<file path="src/rtl/multicycle_ctrl.sv">
// Multicycle MIPS-subset control unit.
//
// A Moore FSM sequences each instruction through fetch, decode and the
// execute/memory/writeback steps its opcode needs. Every datapath control is
// a decode of the current state. There are three exceptions that also look at
// inputs: ir_write and pc_en in FETCH follow mem_ready, and pc_en in BRANCH
// follows zero. An unsupported opcode parks the FSM in TRAP, where it stays
// until reset. A wrapping counter records how many instructions have retired.
//
// Ports:
//   clk          rising-edge clock
//   reset        asynchronous, active-low reset
//   run          start fetching (sampled only in IDLE)
//   opcode       instr[31:26] from the instruction register
//   zero         ALU zero flag (branch condition)
//   mem_ready    memory completes the current access this cycle
//   mem_req      memory access request
//   mem_write    request is a write
//   iord         address select: 0 = PC, 1 = ALUOut
//   ir_write     instruction register enable
//   pc_en        PC enable
//   reg_write    register file write enable
//   reg_dst      write register select: 0 = rt, 1 = rd
//   mem_to_reg   write data select: 0 = ALUOut, 1 = MDR
//   alu_src_a    ALU A select: 0 = PC, 1 = A
//   alu_src_b    ALU B select: 00 = B, 01 = 4, 10 = sext, 11 = sext<<2
//   alu_op       ALU op class: 00 = add, 01 = sub, 10 = funct
//   pc_source    PC source: 00 = ALU, 01 = ALUOut, 10 = jump target
//   state        current FSM state encoding
//   illegal      unsupported opcode trapped (sticky until reset)
//   instr_count  retired instruction count, wraps modulo 2^CNT_W

module multicycle_ctrl #(
    parameter int unsigned CNT_W = 32
) (
    input  logic             clk,
    input  logic             reset,
    input  logic             run,
    input  logic [5:0]       opcode,
    input  logic             zero,
    input  logic             mem_ready,
    output logic             mem_req,
    output logic             mem_write,
    output logic             iord,
    output logic             ir_write,
    output logic             pc_en,
    output logic             reg_write,
    output logic             reg_dst,
    output logic             mem_to_reg,
    output logic             alu_src_a,
    output logic [1:0]       alu_src_b,
    output logic [1:0]       alu_op,
    output logic [1:0]       pc_source,
    output logic [3:0]       state,
    output logic             illegal,
    output logic [CNT_W-1:0] instr_count
);

    typedef enum logic [3:0] {
        StIdle   = 4'd0,
        StFetch  = 4'd1,
        StDecode = 4'd2,
        StMemAdr = 4'd3,
        StMemRd  = 4'd4,
        StMemWb  = 4'd5,
        StMemWr  = 4'd6,
        StExecR  = 4'd7,
        StAluWb  = 4'd8,
        StBranch = 4'd9,
        StJump   = 4'd10,
        StAddiEx = 4'd11,
        StAddiWb = 4'd12,
        StTrap   = 4'd15
    } state_e;

    localparam logic [5:0] OpRType = 6'b000000;
    localparam logic [5:0] OpLw    = 6'b100011;
    localparam logic [5:0] OpSw    = 6'b101011;
    localparam logic [5:0] OpBeq   = 6'b000100;
    localparam logic [5:0] OpJ     = 6'b000010;
    localparam logic [5:0] OpAddi  = 6'b001000;

    localparam logic [1:0] SrcBReg   = 2'b00;
    localparam logic [1:0] SrcBFour  = 2'b01;
    localparam logic [1:0] SrcBSext  = 2'b10;
    localparam logic [1:0] SrcBSextS = 2'b11;

    localparam logic [1:0] AluAdd   = 2'b00;
    localparam logic [1:0] AluSub   = 2'b01;
    localparam logic [1:0] AluFunct = 2'b10;

    localparam logic [1:0] PcAlu    = 2'b00;
    localparam logic [1:0] PcAluOut = 2'b01;
    localparam logic [1:0] PcJump   = 2'b10;

    state_e           state_q, state_d;
    logic             is_store_q, is_store_d;
    logic [CNT_W-1:0] count_q, count_d;
    logic             retire;

    // State, load/store flavour and retire counter.
    always_ff @(posedge clk or negedge reset) begin
        if (!reset) begin
            state_q    <= StIdle;
            is_store_q <= 1'b0;
            count_q    <= '0;
        end else begin
            state_q    <= state_d;
            is_store_q <= is_store_d;
            count_q    <= count_d;
        end
    end

    // Next-state logic.
    always_comb begin
        state_d    = state_q;
        is_store_d = is_store_q;
        retire     = 1'b0;

        unique case (state_q)
            StIdle: begin
                if (run) begin
                    state_d = StFetch;
                end
            end
            StFetch: begin
                if (mem_ready) begin
                    state_d = StDecode;
                end
            end
            StDecode: begin
                // Remember load vs store here so MEMADR does not depend on
                // the opcode input staying stable for another cycle.
                is_store_d = (opcode == OpSw);
                unique case (opcode)
                    OpRType:     state_d = StExecR;
                    OpLw, OpSw:  state_d = StMemAdr;
                    OpBeq:       state_d = StBranch;
                    OpJ:         state_d = StJump;
                    OpAddi:      state_d = StAddiEx;
                    default:     state_d = StTrap;
                endcase
            end
            StMemAdr: begin
                state_d = is_store_q ? StMemWr : StMemRd;
            end
            StMemRd: begin
                if (mem_ready) begin
                    state_d = StMemWb;
                end
            end
            StMemWb: begin
                state_d = StFetch;
                retire  = 1'b1;
            end
            StMemWr: begin
                if (mem_ready) begin
                    state_d = StFetch;
                    retire  = 1'b1;
                end
            end
            StExecR: begin
                state_d = StAluWb;
            end
            StAluWb: begin
                state_d = StFetch;
                retire  = 1'b1;
            end
            StBranch: begin
                state_d = StFetch;
                retire  = 1'b1;
            end
            StJump: begin
                state_d = StFetch;
                retire  = 1'b1;
            end
            StAddiEx: begin
                state_d = StAddiWb;
            end
            StAddiWb: begin
                state_d = StFetch;
                retire  = 1'b1;
            end
            StTrap: begin
                state_d = StTrap;
            end
            default: begin
                // Unused encodings recover to IDLE.
                state_d = StIdle;
            end
        endcase
    end

    always_comb begin
        count_d = count_q;
        if (retire) begin
            count_d = count_q + CNT_W'(1);
        end
    end

    // Control decode. Everything is 0 unless the state sets it.
    always_comb begin
        mem_req    = 1'b0;
        mem_write  = 1'b0;
        iord       = 1'b0;
        ir_write   = 1'b0;
        pc_en      = 1'b0;
        reg_write  = 1'b0;
        reg_dst    = 1'b0;
        mem_to_reg = 1'b0;
        alu_src_a  = 1'b0;
        alu_src_b  = SrcBReg;
        alu_op     = AluAdd;
        pc_source  = PcAlu;
        illegal    = 1'b0;

        unique case (state_q)
            StFetch: begin
                mem_req   = 1'b1;
                alu_src_b = SrcBFour;
                // IR and PC load only when the fetch actually completes.
                ir_write  = mem_ready;
                pc_en     = mem_ready;
            end
            StDecode: begin
                alu_src_b = SrcBSextS;
            end
            StMemAdr: begin
                alu_src_a = 1'b1;
                alu_src_b = SrcBSext;
            end
            StMemRd: begin
                mem_req = 1'b1;
                iord    = 1'b1;
            end
            StMemWb: begin
                reg_write  = 1'b1;
                mem_to_reg = 1'b1;
            end
            StMemWr: begin
                mem_req   = 1'b1;
                mem_write = 1'b1;
                iord      = 1'b1;
            end
            StExecR: begin
                alu_src_a = 1'b1;
                alu_op    = AluFunct;
            end
            StAluWb: begin
                reg_write = 1'b1;
                reg_dst   = 1'b1;
            end
            StBranch: begin
                alu_src_a = 1'b1;
                alu_op    = AluSub;
                pc_source = PcAluOut;
                pc_en     = zero;
            end
            StJump: begin
                pc_source = PcJump;
                pc_en     = 1'b1;
            end
            StAddiEx: begin
                alu_src_a = 1'b1;
                alu_src_b = SrcBSext;
            end
            StAddiWb: begin
                reg_write = 1'b1;
            end
            StTrap: begin
                illegal = 1'b1;
            end
            default: begin
            end
        endcase
    end

    assign state       = state_q;
    assign instr_count = count_q;

endmodule

</file>
<file path="config.mk">
export PLATFORM = sky130hd
export DESIGN_NAME = multicycle_ctrl
export DESIGN_NICKNAME = d
export VERILOG_FILES = /design/src/rtl/multicycle_ctrl.sv
export SDC_FILE = /design/constraint.sdc
export NUM_CORES = 1
export LEC_CHECK = 0
export ABC_AREA = 0
export CAP_MARGIN = 10
export CORE_ASPECT_RATIO = 1.5
export CORE_MARGIN = 2
export CORE_UTILIZATION = 51
export DETAILED_ROUTE_END_ITERATION = 8
export GPL_TIMING_DRIVEN = 0
export PLACE_DENSITY = 0.87
export SLEW_MARGIN = 20
export SYNTH_ARGS = -nofsm -noshare
export SYNTH_HDL_FRONTEND = slang
export SYNTH_SLANG_ARGS = --single-unit
</file>
<file path="constraint.sdc">
create_clock -name clk -period 2.6 [get_ports clk]
set_clock_uncertainty 0.1 [all_clocks]
set_input_delay 0.26 -clock clk [delete_from_list [all_inputs] [get_ports clk]]
set_output_delay 0.26 -clock clk [all_outputs]
set_load 0.01 [all_outputs]
</file>
### Yosys cells after proc, flatten, opt, wreduce, memory -nomap -nowiden

Cells that the tools add are included.

| operators by class | value |
|---|---|
| add/subtract/negate cells | 1 |
| eq/ne operators | 22 |
| mux-type cells | 22 |
| reductions and logical operators | 10 |

Operators with widths:

| cell | count |
|---|---|
| 4-bit case mux with 10 select lines | 1 |
| 32-bit by 1-bit adder with 32-bit output, second input constant | 1 |
| 4-bit equality test, second input constant | 6 |
| 4-bit case mux with 5 select lines | 1 |
| 4-bit by 3-bit equality test with 1-bit output, second input constant | 4 |
| 4-bit 2-to-1 mux | 4 |
| 6-bit equality test, second input constant | 2 |
| 1-bit 2-to-1 mux | 10 |
| 4-bit by 2-bit equality test with 1-bit output, second input constant | 2 |
| 2-bit inequality test, second input constant | 4 |
| 2-bit case mux with 2 select lines | 2 |
| 6-bit by 2-bit equality test with 1-bit output, second input constant | 1 |
| 6-bit by 3-bit equality test with 1-bit output, second input constant | 1 |
| 6-bit by 4-bit equality test with 1-bit output, second input constant | 1 |
| 6-bit zero test | 1 |
| 2-bit case mux with 3 select lines | 1 |
| 2-bit OR reduction | 3 |
| 3-bit OR reduction | 2 |
| 5-bit OR reduction | 1 |
| 4-bit by 1-bit equality test with 1-bit output, second input constant | 1 |
| 4-bit zero test | 1 |
| 4-bit AND reduction | 1 |
| 4-bit OR reduction | 1 |
| 1-bit case mux with 3 select lines | 1 |
| other kinds (2) | 2 |

| word-level totals | value |
|---|---|
| bits in registers | 37 |
| input port bits | 11 |
| logic and storage cells | 58 |

### Depth between registers and ports, before layout

| logic depth | value |
|---|---|
| word-level depth | 4 |
| gate-level depth with buffers | 7 |
| gate-level depth less buffers | 5 |

### Worst setup path before layout

Ideal clock, no wire load.

| path | value |
|---|---|
| path type | reg2reg |
| from | reg count_q[2], in the netlist instr_count[2] |
| to | reg count_q[25], in the netlist instr_count[25] |
| arrival | 1.589 ns |
| setup slack | 0.785 ns |
| stages on the path, launching flop included | 6 |
| path buffers | 0 |
| cell sequence | dfrtp_1 -> nand4_4 -> nor4_4 -> and4_4 -> nand4_1 -> xnor2_1 |

| between the ends | value |
|---|---|
| longest elaborated chain between the ends | 1 |

Ends and longest elaborated chain:

| element | line | text |
|---|---|---|
| from (decl) | 98 | `logic [CNT_W-1:0] count_q, count_d;` |
| from (signal assigned) | 110 | `count_q <= count_d;` |
| 32-bit by 1-bit adder with 32-bit output | 197 | `count_d = count_q + CNT_W'(1);` |

No other way between the ends.
A chain may end at the register's enable or synchronous reset.

### Worst setup path in the final report

| path | value |
|---|---|
| from | reg state_q[0], in the netlist state[0] |
| to | out pc_en |

| between the ends | value |
|---|---|
| longest elaborated chain between the ends | 2 |

Ends and longest elaborated chain:

| element | line | text |
|---|---|---|
| from (decl) | 96 | `state_e state_q, state_d;` |
| from (signal assigned) | 104 | `state_q <= StIdle;` |
| from (signal assigned) | 108 | `state_q <= state_d;` |
| 4-bit equality test / 4-bit by 1-bit equality test with 1-bit output (equally long branches) | 217 | `unique case (state_q)` |
| 1-bit case mux with 3 select lines (*) | 217 |  |
| to (decl) | 46 | `output logic pc_en,` |

Mark *: on every way between the ends. The rest lies on a longest branch, timed or not.

==> out/results.ini <==
[outcome]
status=completed

[synthesis]
synth_top_cell_by_area=dfrtp_1
yosys-top-cells-area=dfrtp_1 44%, xnor2_1 9.5%, xor2_1 4.1%
synth_edf_count=0
synthArstFlopShare=1.000
avgSynthCellArea_um2=9.823
syn_nets=227
syn_inst=215
yosysSeqAreaShare=0.4384
ys_ff_latch=37
synth_most_common_cell=dfrtp_1
syn_area_um2=2112
synth_cell_type_count=48
yosys-top-cells-count=37 x dfrtp_1, 23 x xnor2_1, 19 x nand2_1
synth_top_area_frac=0.4384
yosys_warnings=0
ys_dominant_reg_cell=dfrtp_1

[drt]
drt_wl_total_um=4823
antenna_left=0
num_vias=1869
drc=0
viasPerCell=5.647
post_drt_wl_per_cell_um=14.57
drt_iter0_drc=49
drt_pass1_iterations=4

[cts]
tritoncts=built
clockRootBuffer=clkbuf_8
cts.sinks=37
clk_latency_ns=0.29
htree_levels=2
numCtsBuffers=5
clock_path_buffers=2
post_cts_buffers=0
clkTransAtPathRegs_ns=0.07

[final_layout]
antennaDiodeCount=0
drive_above_1_share=0.1014
fillers=289
nNetsFinal=297
synthToLayoutAreaGrowth_pct=37.74
multi_input_area_um2=1129
regArea_um2=925.9

[pwr]
total_power_w=0.002182
powerDensity_nw_per_um2=750.1
irDropWorstVdd_v=0.0007057
power_leakage_nw=1.222

[timing]
setup_tns_ns=0
tightest_slew_ns=0.4303
timing.slew.headroom=0.7110
drv_slew=0
fin_crit_sh=0.9395
rsz0062_at_grt=no
finalHoldViolCount=0
period_needed_ns=2.443
fmax_mhz=409.4
setup_violations=0

[floorplanning]
coreArea_um2=3959
rows=28
die_h_um=82.82
ioPinCount=63
start_util=0.5335
die_area_um2=4683
chipWidth_um=56.55

[critical_path]
start_kind=flip-flop
worst-setup-path-type=reg2out
cp-end-kind=primary output
crit_path_max_incr_delay_ns=0.52
crit_cells=5
crit_start=state[0]$_DFFE_PN0P_
cp_top_family=buffers and inverters
r2r-start=state[0]$_DFFE_PN0P_
worstPathRequired_ns=2.24
path_max_fanout=19
regToRegSetupSlack_ns=0.35
r2r-end=instr_count[25]$_DFFE_PN0P_
endpoint=pc_en
slowest_stage=clkdlybuf4s50_1
r2r_cells=7
cp.buffers_inverters=2
arrival_ns=2.08
crit_chain=buf_2 -> nor2b_1 -> and3_1 -> a211o_1 -> clkdlybuf4s50_1

[worst_hold_path]
hold_class=in2async

[placement]
gp_congestion=0.8913
io_buffers=62
dp_hpwl_um=3618

[global_route]
grt_max_degree=32
grt_pass1_wl_um=8224
grt_overflow=0
grtUsageTotal=0.2157
grt_pass1_vias=1785
antenna_found_initial=0

[run]
cap_viol_max_count=0

==> through the flow <==
stage	setup slack, ns	utilization	hold WS [ns]	instance area (um^2)	std cells
floorplan	0.7847	-	-0.1356	2112	215
global placement	0.2973	0.7045	0.3604	2789	322
detailed placement	0.3008	0.7083	0.01519	2804	323
CTS	0.04763	0.7351	0.2458	2910	332
global route	0.01543	0.7348	0.2592	2909	331
finish	0.1574	0.7348	0.2431	2909	331
==> layout make-up <==
cell class / instances / area share
Multi-Input combinational cell: 165 / 0.3880
Sequential cell: 37 / 0.3183
Timing Repair Buffer: 64 / 0.2219
Clock buffer: 6 / 0.02839
Tap cell: 45 / 0.01935
Buffer: 8 / 0.01419
Inverter: 4 / 0.005161
Clock inverter: 2 / 0.004731
==> cells in the final DEF (no fill, tap or decap), types with 3 or more instances in the layout <==
master and n:
nor2b_1 4, nand4_1 10, nand2_1 19, and3_1 11
nor3_2 3, nor3_1 6, xor2_1 10, nand3_1 10
clkbuf_8 6, xnor2_1 23, a21oi_1 9, nor2_1 15
dfrtp_1 37, nand2b_1 6, clkdlybuf4s50_1 61, inv_1 3
buf_2 5, nor3b_1 3
==> sequential cells by signal, indices dropped and copies added (netlist names) <==
name and cells:
state 4, is_store_q 1, instr_count 32
==> report_power, final <==
part	switching, W	internal (W)
Combinational	0.000511	0.000497
Clock	0.000208	0.000215
Sequential	0.000102	0.000649
Total	0.000821	0.00136
==> cells by family (layout without fill, tap and decap cells) <==
kind of cell	after synthesis	in the layout	share of synthesized area
adder cells (fa/ha/maj)	1	1	0.005923
multiplexers	3	3	0.01540
flip-flops	37	37	0.4384
buffers and inverters	13	84	0.02725
AO/OA/AOI/OAI	29	29	0.09124
XOR/XNOR	33	33	0.1368
AND/OR/NAND/NOR	99	99	0.2850
==> metal layers <==
metal | up-vias | GRT usage | share of wire
met3 | 7 | 0.03271 | 0.041
met5 | - | 0 | 0
met4 | 0 | 0.08009 | 0.019
met2 | 48 | 0.3668 | 0.52
li1 | 904 | - | -
met1 | 910 | 0.2722 | 0.42
==> worst min-delay path by stage <==
| stage | endpoint | cells after the start | slack, ns | startpoint |
|---|---|---|---|---|
| 2_1_floorplan | instr_count[0]$_DFFE_PN0P_ | 0 | -0.14 | reset |
| 3_3_place_gp | instr_count[31]$_DFFE_PN0P_ | 1 | 0.36 | instr_count[31]$_DFFE_PN0P_ |
| 3_5_place_dp | instr_count[27]$_DFFE_PN0P_ | 1 | 0.02 | reset |
| 4_1_cts | instr_count[27]$_DFFE_PN0P_ | 2 | 0.25 | reset |
| 5_1_grt | instr_count[27]$_DFFE_PN0P_ | 2 | 0.26 | reset |
| 6_report | instr_count[27]$_DFFE_PN0P_ | 2 | 0.24 | reset |
==> timing repair <==
action,in CTS,in global routing
resized for setup,0,4
setup endpoints to repair,0,6
hold buffers,1,0
endpoints found under the hold margin,37,0
Power figures use the tool's default switching activity.
